===== config.mk =====
export PLATFORM = sky130hd
export DESIGN_NAME = approx_add_error_monitor_flat
export DESIGN_NICKNAME = d
export VERILOG_FILES = /design/src/rtl/approx_add_error_monitor_if.sv /design/src/rtl/approx_add_error_monitor.sv /design/src/flat_wrapper.sv
export SDC_FILE = /design/constraint.sdc
export NUM_CORES = 1
export LEC_CHECK = 0
export CELL_PAD_IN_SITES_DETAIL_PLACEMENT = 1
export CELL_PAD_IN_SITES_GLOBAL_PLACEMENT = 2
export CORE_MARGIN = 5
export CORE_UTILIZATION = 37
export CTS_CLUSTER_DIAMETER = 200
export DETAILED_ROUTE_END_ITERATION = 12
export PLACE_DENSITY_LB_ADDON = 0.1
export SKIP_LAST_GASP = 1
export SLEW_MARGIN = 20
export SYNTH_ARGS = -nofsm -noshare
export SYNTH_HDL_FRONTEND = slang
export SYNTH_SLANG_ARGS = --single-unit

===== constraint.sdc =====
create_clock -name clk -period 11.75 [get_ports clk]
set_clock_uncertainty 0.2 [all_clocks]
set_input_delay 2.9375 -clock clk [delete_from_list [all_inputs] [get_ports clk]]
set_output_delay 2.9375 -clock clk [all_outputs]
set_load 0.01 [all_outputs]

===== src/rtl/approx_add_error_monitor_if.sv =====
// Sample stream into the approximate-adder error monitor: operand pair plus the
// approximate sum, with a valid/ready handshake.
interface approx_add_error_monitor_if #(
   parameter int WIDTH = 16
);
   logic             in_valid;
   logic             in_ready;
   logic [WIDTH-1:0] in_a;
   logic [WIDTH-1:0] in_b;
   logic [WIDTH:0]   in_approx;

   modport master (
      output in_valid,
      output in_a,
      output in_b,
      output in_approx,
      input  in_ready
   );

   modport slave (
      input  in_valid,
      input  in_a,
      input  in_b,
      input  in_approx,
      output in_ready
   );
endinterface


===== src/rtl/approx_add_error_monitor.sv =====
// Windowed error statistics (MAE, worst |err|, error count) for an approximate adder.
// Optional signed error sum on port bias when ERRMON_BIAS_EN is defined.
module approx_add_error_monitor #(
   parameter int WIDTH    = 16,
   parameter int LOG2_WIN = 8
) (
   input  logic                      clk,
   input  logic                      rst_n,
   input  logic                      start,
   approx_add_error_monitor_if.slave s_if,
   output logic                      busy,
   output logic                      done,
   output logic [WIDTH:0]            mae,
   output logic [WIDTH:0]            max_err,
`ifdef ERRMON_BIAS_EN
   output logic [LOG2_WIN:0]         err_cnt,
   output logic signed [WIDTH+1+LOG2_WIN:0] bias
`else
   output logic [LOG2_WIN:0]         err_cnt
`endif
);

   localparam int AW = WIDTH + 1 + LOG2_WIN;
   localparam int BW = WIDTH + 2 + LOG2_WIN;
   localparam logic [LOG2_WIN:0] LAST_IDX = (LOG2_WIN+1)'((1 << LOG2_WIN) - 1);
   localparam logic [LOG2_WIN:0] CNT_ONE  = {{LOG2_WIN{1'b0}}, 1'b1};

   localparam logic [1:0] ST_IDLE  = 2'd0;
   localparam logic [1:0] ST_RUN   = 2'd1;
   localparam logic [1:0] ST_DRAIN = 2'd2;
   localparam logic [1:0] ST_DONE  = 2'd3;

   function automatic logic [WIDTH+1:0] signed_err(input logic [WIDTH:0] approx,
                                                    input logic [WIDTH:0] exact);
      return {1'b0, approx} - {1'b0, exact};
   endfunction

   function automatic logic [WIDTH:0] abs_err(input logic [WIDTH+1:0] e);
      logic [WIDTH+1:0] m;
      m = e[WIDTH+1] ? ((~e) + {{(WIDTH+1){1'b0}}, 1'b1}) : e;
      return m[WIDTH:0];
   endfunction

   logic [1:0]       state_q, state_d;
   logic [LOG2_WIN:0] acc_cnt_q, acc_cnt_d;
   logic             in_ready_q, in_ready_d;
   logic             busy_q, busy_d;
   logic             done_q, done_d;
   logic             s1_valid_q, s1_valid_d;
   logic [WIDTH:0]   s1_exact_q, s1_exact_d;
   logic [WIDTH:0]   s1_approx_q, s1_approx_d;
   logic [AW-1:0]    sum_q, sum_d;
   logic [WIDTH:0]   max_q, max_d;
   logic [LOG2_WIN:0] cnt_q, cnt_d;
   logic [WIDTH:0]   mae_q, mae_d;
   logic [WIDTH:0]   max_err_q, max_err_d;
   logic [LOG2_WIN:0] err_cnt_q, err_cnt_d;
   logic signed [BW-1:0] bias_acc_q, bias_acc_d;
   logic signed [BW-1:0] bias_q, bias_d;

   logic             accept_s;
   logic             open_s;
   logic             load_s;
   logic [WIDTH+1:0] err_s;
   logic [WIDTH:0]   abs_s;

   // Next-state, stage-1 capture, stage-2 accumulation and result load
   always_comb begin
      accept_s = s_if.in_valid & in_ready_q;
      open_s   = start & ((state_q == ST_IDLE) | (state_q == ST_DONE));
      err_s    = signed_err(s1_approx_q, s1_exact_q);
      abs_s    = abs_err(err_s);

      state_d = state_q;
      case (state_q)
         ST_IDLE:  if (start) state_d = ST_RUN; else state_d = ST_IDLE;
         ST_RUN:   if (accept_s && (acc_cnt_q == LAST_IDX)) state_d = ST_DRAIN;
                   else state_d = ST_RUN;
         ST_DRAIN: if (!s1_valid_q) state_d = ST_DONE; else state_d = ST_DRAIN;
         ST_DONE:  if (start) state_d = ST_RUN; else state_d = ST_IDLE;
         default:  state_d = ST_IDLE;
      endcase

      acc_cnt_d  = acc_cnt_q;
      sum_d      = sum_q;
      max_d      = max_q;
      cnt_d      = cnt_q;
      bias_acc_d = bias_acc_q;
      if (open_s) begin
         acc_cnt_d  = '0;
         sum_d      = '0;
         max_d      = '0;
         cnt_d      = '0;
         bias_acc_d = '0;
      end else begin
         if (accept_s) acc_cnt_d = acc_cnt_q + CNT_ONE;
         else          acc_cnt_d = acc_cnt_q;
         // The pipeline is always empty when a window opens, so no stage-2 work is lost above.
         if (s1_valid_q) begin
            sum_d      = sum_q + {{LOG2_WIN{1'b0}}, abs_s};
            bias_acc_d = bias_acc_q + $signed({{LOG2_WIN{err_s[WIDTH+1]}}, err_s});
            if (abs_s > max_q) max_d = abs_s; else max_d = max_q;
            if (|err_s) cnt_d = cnt_q + CNT_ONE; else cnt_d = cnt_q;
         end else begin
            sum_d      = sum_q;
            bias_acc_d = bias_acc_q;
            max_d      = max_q;
            cnt_d      = cnt_q;
         end
      end

      s1_valid_d  = accept_s;
      s1_exact_d  = accept_s ? ({1'b0, s_if.in_a} + {1'b0, s_if.in_b}) : s1_exact_q;
      s1_approx_d = accept_s ? s_if.in_approx : s1_approx_q;

      in_ready_d = (state_d == ST_RUN);
      busy_d     = (state_d == ST_RUN) | (state_d == ST_DRAIN);
      done_d     = (state_d == ST_DONE);

      load_s    = (state_q == ST_DRAIN) & (state_d == ST_DONE);
      mae_d     = load_s ? sum_q[AW-1:LOG2_WIN] : mae_q;
      max_err_d = load_s ? max_q : max_err_q;
      err_cnt_d = load_s ? cnt_q : err_cnt_q;
      bias_d    = load_s ? bias_acc_q : bias_q;
   end

   // State and datapath registers with synchronous active-low reset
   always_ff @(posedge clk) begin
      if (!rst_n) begin
         state_q     <= ST_IDLE;
         acc_cnt_q   <= '0;
         in_ready_q  <= 1'b0;
         busy_q      <= 1'b0;
         done_q      <= 1'b0;
         s1_valid_q  <= 1'b0;
         s1_exact_q  <= '0;
         s1_approx_q <= '0;
         sum_q       <= '0;
         max_q       <= '0;
         cnt_q       <= '0;
         mae_q       <= '0;
         max_err_q   <= '0;
         err_cnt_q   <= '0;
         bias_acc_q  <= '0;
         bias_q      <= '0;
      end else begin
         state_q     <= state_d;
         acc_cnt_q   <= acc_cnt_d;
         in_ready_q  <= in_ready_d;
         busy_q      <= busy_d;
         done_q      <= done_d;
         s1_valid_q  <= s1_valid_d;
         s1_exact_q  <= s1_exact_d;
         s1_approx_q <= s1_approx_d;
         sum_q       <= sum_d;
         max_q       <= max_d;
         cnt_q       <= cnt_d;
         mae_q       <= mae_d;
         max_err_q   <= max_err_d;
         err_cnt_q   <= err_cnt_d;
         bias_acc_q  <= bias_acc_d;
         bias_q      <= bias_d;
      end
   end

   assign s_if.in_ready = in_ready_q;
   assign busy          = busy_q;
   assign done          = done_q;
   assign mae           = mae_q;
   assign max_err       = max_err_q;
   assign err_cnt       = err_cnt_q;
`ifdef ERRMON_BIAS_EN
   assign bias          = bias_q;
`endif

endmodule


===== src/flat_wrapper.sv =====
// flat-port wrapper written by rule: the top's interface ports become plain ports
module approx_add_error_monitor_flat 
#(
   parameter int WIDTH    = 16,
   parameter int LOG2_WIN = 8
)
  (clk, rst_n, start, busy, done, mae, max_err, err_cnt, s_if_in_valid, s_if_in_a, s_if_in_b, s_if_in_approx, s_if_in_ready);
  approx_add_error_monitor_if #(.WIDTH(WIDTH)) s_if_i ();
  input  logic clk;
  input  logic rst_n;
  input  logic start;
  output logic busy;
  output logic done;
  output logic [WIDTH:0] mae;
  output logic [WIDTH:0] max_err;
  output logic [LOG2_WIN:0] err_cnt;
  input wire logic [$bits(s_if_i.in_valid)-1:0] s_if_in_valid;
  input wire logic [$bits(s_if_i.in_a)-1:0] s_if_in_a;
  input wire logic [$bits(s_if_i.in_b)-1:0] s_if_in_b;
  input wire logic [$bits(s_if_i.in_approx)-1:0] s_if_in_approx;
  output wire logic [$bits(s_if_i.in_ready)-1:0] s_if_in_ready;
  assign s_if_i.in_valid = s_if_in_valid;
  assign s_if_i.in_a = s_if_in_a;
  assign s_if_i.in_b = s_if_in_b;
  assign s_if_i.in_approx = s_if_in_approx;
  assign s_if_in_ready = s_if_i.in_ready;
  approx_add_error_monitor #(.WIDTH(WIDTH), .LOG2_WIN(LOG2_WIN)) u_core (.clk(clk), .rst_n(rst_n), .start(start), .s_if(s_if_i), .busy(busy), .done(done), .mae(mae), .max_err(max_err), .err_cnt(err_cnt));
endmodule

==> out/results.ini, run 1 <==
[setup_path]
r2r_cells=21
cp.arrival_ns=5.81
critPathRequiredTime_ns=11.88
critPathLaunchType=primary input
cp_max_fo=4
worst-setup-path-type=primary input to register
critPathCaptureType=register

[synth]
synthesis.nets=1181
synth-edff-count=0
synth_area_per_cell_sq_um=8.23
synthArstFlopShare_pct=0
synthCells=1050
ys.flop_type=dfxtp_1
synth-seq-area-share_pct=33.1
synth.distinct_cells=78
syn_area_sq_mm=0.00864
synth_top_area_cell=dfxtp_1
synth.top_cell.area_share_pct=33.1
synth.area.top_cells=dfxtp_1 (33%), ha_1 (11%), nand2_1 (7.7%)
yosysWarnings=0
ys_ff_latch=143

[run_status]
outcome=complete, no violations

[placed_design]
routabilityCongestion=0.828
hpwlAfterDp_mm=15.1
io_buffers=98

[power]
powerDensity_mw_per_mm2=161
cellLeakagePower_nw=3.98
irDropWorstVdd_mv=0.0655

[cts]
hold_buffers=0
htree_num_levels=4
cts_resized=0
cts_buffers=17
cts_tree=yes
cts_sinks=143
clock_latency_ns=0.43
clkTransAtPathRegs_ns=0.07
cts.root.buffer_cell=clkbuf_16
post_cts_buffers=0
clockBufferDepth=2

[hold_path]
hold_depth=2
hold_class=register to register

[cells_and_area]
multiInputGateArea_sq_mm=0.00536
nFillCells=2785
area_delta_synth_final_pct=20.7
nets=1257
n_antenna_cell=0
final_util_pct=44.8
regArea_sq_mm=0.00286
drive_gt1_share_pct=6.58

[timing]
finalHoldViolations=0
maxSlewViolCount=0
tns_ns=0
fin_crit_sh_pct=48.4
max_slew_margin_pct=29.9
rsz0062_at_grt=no
tightestPinTransition_ns=1.05
setup_viol=0
fmax_ghz=0.176
period_minus_slack_ns=5.69

[drt]
routed_wl_mm=20.6
via_count=7231
wl_per_cell_microns=14.1
drc=0
drtPass1Iterations=5
first_iter_violations=225
antenna_left=0
viasPerCell=4.96

[die]
die_y_microns=163
rows=56
die-width_microns=163
die_area_sq_mm=0.0265
io_pins=99
fp.coreArea_sq_mm=0.0233
initial_utilization_pct=37.1

[global_routing]
grt_start_max_net_pins=86
grt_use_total_pct=16.2
grt_pass1_wl_mm=35.7
antenna_found_initial=0
grt_pass1_vias=7461
grt_overflow=0

[job]
cap_violations=0

-- per-layer routing --
metal	part of all wire, %	track usage (%)	up-vias
met5	0	0	-
met4	0.95	4.19	0
met3	3.0	2.89	14
met2	46	27.5	88
met1	50	21.2	3334
li1	-	-	3795
-- stage by stage --
step                std cells  power (W)  worst slack [ns]  hold slack (ns)  area, sq um
floorplan                1050    0.00101              6.47            0.241         8640
global placement         1426    0.00115              5.68            0.252         9860
CTS                      1458    0.00171              6.05            0.268        10400
detailed placement       1426    0.00116              5.61            0.259         9860
finish                   1458    0.00168              6.06            0.262        10400
global route             1458    0.00181              5.64            0.281        10400
-- flip-flops by register name, summed over array words and instances, names as in the netlist --
| register | count |
|---|---|
| u_core.s1_exact_q | 17 |
| u_core.s1_approx_q | 17 |
| u_core.max_err | 17 |
| u_core.s_if.in_ready | 1 |
| u_core.acc_cnt_q | 9 |
| u_core.max_q | 17 |
| u_core.cnt_q | 9 |
| u_core.sum_q | 25 |
| u_core.state_q | 2 |
| u_core.err_cnt | 9 |
| u_core.s1_valid_q | 1 |
| u_core.busy | 1 |
| u_core.done | 1 |
| u_core.mae | 17 |
-- final cells by class --
type	instances	share of cell area (%)
repair buffers	105	9.86
clock buffers	17	4.08
multi-input cells	803	51.4
well taps	319	3.83
clock inverters	15	1.42
flip-flops and latches	143	27.4
inverters	56	2.02
-- worst max-delay path: stages --
cell and delay [ns]:
clkdlybuf4s50_1 0.40, ha_1 0.22, inv_1 0.09, fa_1 0.20
nor2b_1 0.07, o21a_1 0.18, o21ai_0 0.43, a211oi_1 0.20
o31a_1 0.29, o31a_1 0.28, o22ai_1 0.15, xor2_1 0.16
nand2_1 0.07, o211a_1 0.13
-- worst paths after layout --
kind                           end            startpoint  slack (ns)
min              u_core.err_cnt[3]     u_core.err_cnt[3]        0.26
max reg2reg       u_core.sum_q[20]  u_core.s1_exact_q[3]        6.08
max          u_core.s1_exact_q[14]          s_if_in_b[0]        6.06
min reg2reg      u_core.err_cnt[3]     u_core.err_cnt[3]        0.26
-- cell usage in the layout (no fill, tap or decap), types with 24 or more instances in the layout --
cell               n
a21oi_1           54
a21boi_0          63
nand2_1          177
xnor2_1           35
clkdlybuf4s50_1   97
o21ai_0           32
nor2_1            84
ha_1              75
xor2_1            24
inv_1             56
dfxtp_1          143
-- cell families (layout without fill, tap and decap cells) --
family | after synthesis | in the layout | share of synthesized area [%]
simple gates | 382 | 382 | 20.3
flops | 143 | 143 | 33.1
mux | 16 | 16 | 1.85
compound gates | 268 | 268 | 22.3
buf+inv | 104 | 193 | 4.88
fa+ha+maj | 78 | 78 | 11.6
xor+xnor | 59 | 59 | 5.98
-- synthesized netlist by cell type (all sizes together), types with 4 or more instances --
master / number
a211oi: 19
clkbuf: 38
xnor2: 35
a211o: 6
nand2b: 4
o22ai: 4
nand2: 180
a21o: 19
buf: 10
nand3: 17
o31a: 4
o21ai: 41
nor2: 84
mux2i: 16
inv: 56
xor2: 24
and2: 21
or3: 14
or2: 4
a21boi: 63
o21a: 12
nor3: 12
nand4: 11
nor2b: 8
dfxtp: 143
a21oi: 62
and3: 12
ha: 75
-- power by group --
group | switching [W] | total [W] | internal (W)
combinational | 0.000365 | 0.000646 | 0.000281
clock | 0.000247 | 0.000528 | 0.000282
sequential | 0.00000822 | 0.000506 | 0.000498
total | 0.000620 | 0.00168 | 0.00106
Power figures use the tool's default switching activity.
==> run 2, diff against run 1 <==
--- a/config.mk
+++ b/config.mk
@@ -8,7 +8,7 @@
 export CELL_PAD_IN_SITES_DETAIL_PLACEMENT = 1
 export CELL_PAD_IN_SITES_GLOBAL_PLACEMENT = 2
 export CORE_MARGIN = 5
-export CORE_UTILIZATION = 37
+export CORE_UTILIZATION = 31
 export CTS_CLUSTER_DIAMETER = 200
 export DETAILED_ROUTE_END_ITERATION = 12
 export PLACE_DENSITY_LB_ADDON = 0.1
==> constraint.sdc (replaced) <==
create_clock -name clk -period 4.6 [get_ports clk]
set_clock_uncertainty 0.2 [all_clocks]
set_input_delay 1.15 -clock clk [delete_from_list [all_inputs] [get_ports clk]]
set_output_delay 1.15 -clock clk [all_outputs]
set_load 0.01 [all_outputs]
==> run 2 against run 1 <==
- the flow now finishes with violations (setup timing)
- highest routed layer unchanged
- die area increased by 18%
- sequential power increased to 2.5 times the previous value
- register-to-register slack got worse by 6.3 ns
- largest power group unchanged
- wire length increased by 16%
- combinational power increased to 3.9 times the previous value
- critical path depth increased by 8
- non-clock buffer count increased by 126
==> out/results.ini, run 2 (same netlist as run 1, synthesis figures left out) <==
[die]
die_y_microns=177  ; +8.7%
initial_utilization_pct=31.3  ; -5.9 points
fp.coreArea_sq_mm=0.0276  ; +19%
die_area_sq_mm=0.0313  ; +18%
io_pins=99  ; unchanged
rows=61  ; +8.9%
die-width_microns=177  ; +8.7%

[power]
powerDensity_mw_per_mm2=435  ; +170%
total_power_w=0.00521  ; +210%
cellLeakagePower_nw=4.71  ; +18%
irDropWorstVdd_mv=0.308  ; +370%

[run_status]
violations=setup timing
outcome=finished, violations left

[setup_path]
worst-setup-path-type=register to register
critPathRequiredTime_ns=4.74  ; -7.14 ns
slowest_stage=or3_4
worst_path_dominant_cell_family=compound AO/OA/AOI/OAI gates
critPathCaptureType=register
cp_cell_sequence=inv_2 -> ha_4 -> inv_2 -> fa_2 -> buf_6 -> a211oi_4 -> nor2_2 -> xor2_2 -> a2111oi_4 -> nand2_2 -> or3_4 -> buf_6 -> nor3_4 -> a21oi_2 -> xnor2_2 -> ha_1 -> nand4_1 -> nand2b_4 -> a211o_4 -> buf_6 -> clkbuf_16 -> a211oi_2
path_buf_inv=6  ; +4
cp_max_fo=6  ; +2
cpPeakStageDelay_ns=0.41  ; -0.02 ns
r2r_slack_ns=-0.23  ; -6.31 ns
cp.arrival_ns=4.97  ; -0.84 ns
cpMostUsedCell=buf_6
critPathLaunchType=register
path_depth=22  ; +8
r2r_cells=22  ; +4.8%

[placed_design]
io_buffers=98  ; unchanged
routabilityCongestion=0.764  ; -7.8%
placed_cells=1587  ; +11%
place_area_sq_mm=0.0107  ; +9.0%
hpwlAfterDp_mm=17.3  ; +15%

[cts]
cts_buffers=17  ; unchanged
clkTransAtPathRegs_ns=0.07  ; about the same
cts.root.buffer_cell=clkbuf_16
hold_buffers=0  ; unchanged
clockBufferDepth=2  ; unchanged
htree_num_levels=4  ; unchanged
cts_sinks=143  ; unchanged
cts_tree=yes
clock_latency_ns=0.43  ; about the same

[drt]
first_iter_violations=222  ; -1.3%
drc=0  ; unchanged
drtPass1Iterations=4  ; -1
antenna_left=0  ; unchanged
via_count=7815  ; +8.1%
wl_per_cell_microns=14.5  ; +3.1%
viasPerCell=4.76  ; -4.1%
routed_wl_mm=23.9  ; +16%

[global_routing]
grt_overflow=0  ; unchanged
grt_pass1_vias=7810  ; +4.7%
grt_start_max_net_pins=44  ; -49%
antenna_found_initial=0  ; unchanged
grt_pass1_wl_mm=39.0  ; +9.2%
grt_use_total_pct=15.0  ; -1.2 points

[hold_path]
hold_class=register to register
hold_depth=2  ; unchanged

[timing]
period_minus_slack_ns=4.83
finalHoldViolations=0  ; unchanged
fin_crit_sh_pct=105
setup_viol=25  ; +25
fmax_ghz=0.207
setup_ws_ns=-0.226  ; -6.29 ns
tightestPinTransition_ns=0.671  ; -0.380 ns
max_slew_margin_pct=55.3  ; +25 points
rsz0062_at_grt=yes
maxSlewViolCount=0  ; unchanged

[cells_and_area]
design_area_sq_mm=0.0120  ; +15%
top_register=u_core.sum_q
area_delta_synth_final_pct=38.5
nets=1383  ; +10%
largest_reg_flops=25  ; unchanged
n_antenna_cell=0  ; unchanged
fin_cells=1643  ; +13%
drive_gt1_share_pct=21.3  ; +15 points
final_cell_mix=nand2_1 (176), dfxtp_1 (141), buf_4 (122)
final_common_cell=nand2_1

[job]
cap_violations=0  ; unchanged

==> run 2: layout make-up <==
type	instances	area (sq um)
Inverter	56	210
Clock buffer	18	439
Clock inverter	14	135
Tap cell	378	473
Multi-Input combinational cell	803	5790
Timing Repair Buffer	231	2050
Fill cell	3269	15700
Sequential cell	143	2870
==> run 2: worst paths after layout <==
path,from,to
min,u_core.max_err[13],u_core.max_err[13]
min reg2reg,u_core.max_err[13],u_core.max_err[13]
max reg2reg,u_core.s1_approx_q[0],u_core.max_q[8]
max,u_core.s1_approx_q[0],u_core.max_q[8]
==> run 2: report_power, final <==
| part | switching (W) | internal, W | leakage, nW |
|---|---|---|---|
| Clock | 0.000663 | 0.000734 | 0.278 |
| Combinational | 0.00123 | 0.00129 | 3.28 |
| Sequential | 0.0000220 | 0.00127 | 1.16 |
==> run 2: per-layer routing <==
layer  GRT usage (%)  vias up  wire length [microns]
met2            25.2       97                  11300
met4            3.80        0                    229
met3            2.54       19                    698
met5               0        -                      0
met1            20.2     3659                  11700
li1                -     4040                      -
==> run 2: what timing repair did <==
| action | in CTS | in global routing |
|---|---|---|
| cloned | 0 | 3 |
| resized for setup | 37 | 52 |
| endpoints found under the setup margin | 27 | 32 |
| buffers inserted | 8 | 14 |
| endpoints found under the hold margin | 0 | 0 |
| pin swaps | 26 | 38 |
==> run 2: worst reg2reg max path, cell delays in order (launching register included) <==
cell and delay [ns]:
dfxtp_2 0.32, inv_2 0.06, ha_4 0.13, inv_2 0.03, fa_2 0.35, buf_6 0.13
a211oi_4 0.26, nor2_2 0.08, xor2_2 0.17, a2111oi_4 0.36, nand2_2 0.11, or3_4 0.41
buf_6 0.13, nor3_4 0.20, a21oi_2 0.09, xnor2_2 0.15, ha_1 0.32, nand4_1 0.18
nand2b_4 0.20, a211o_4 0.36, buf_6 0.14, clkbuf_16 0.15, a211oi_2 0.19
==> run 2: per-stage QoR <==
step	TNS [ns]	setup WS (ns)	hold WS, ns	utilization [%]
finish	-3.43	-0.226	0.261	43.3
global route	-9.44	-0.449	0.283	43.3
CTS	-2.49	-0.186	0.266	41.9
detailed placement	-2.44	-0.316	0.257	38.9
global placement	-1.37	-0.225	0.251	38.9
floorplan	-0.104	-0.104	0.241	-
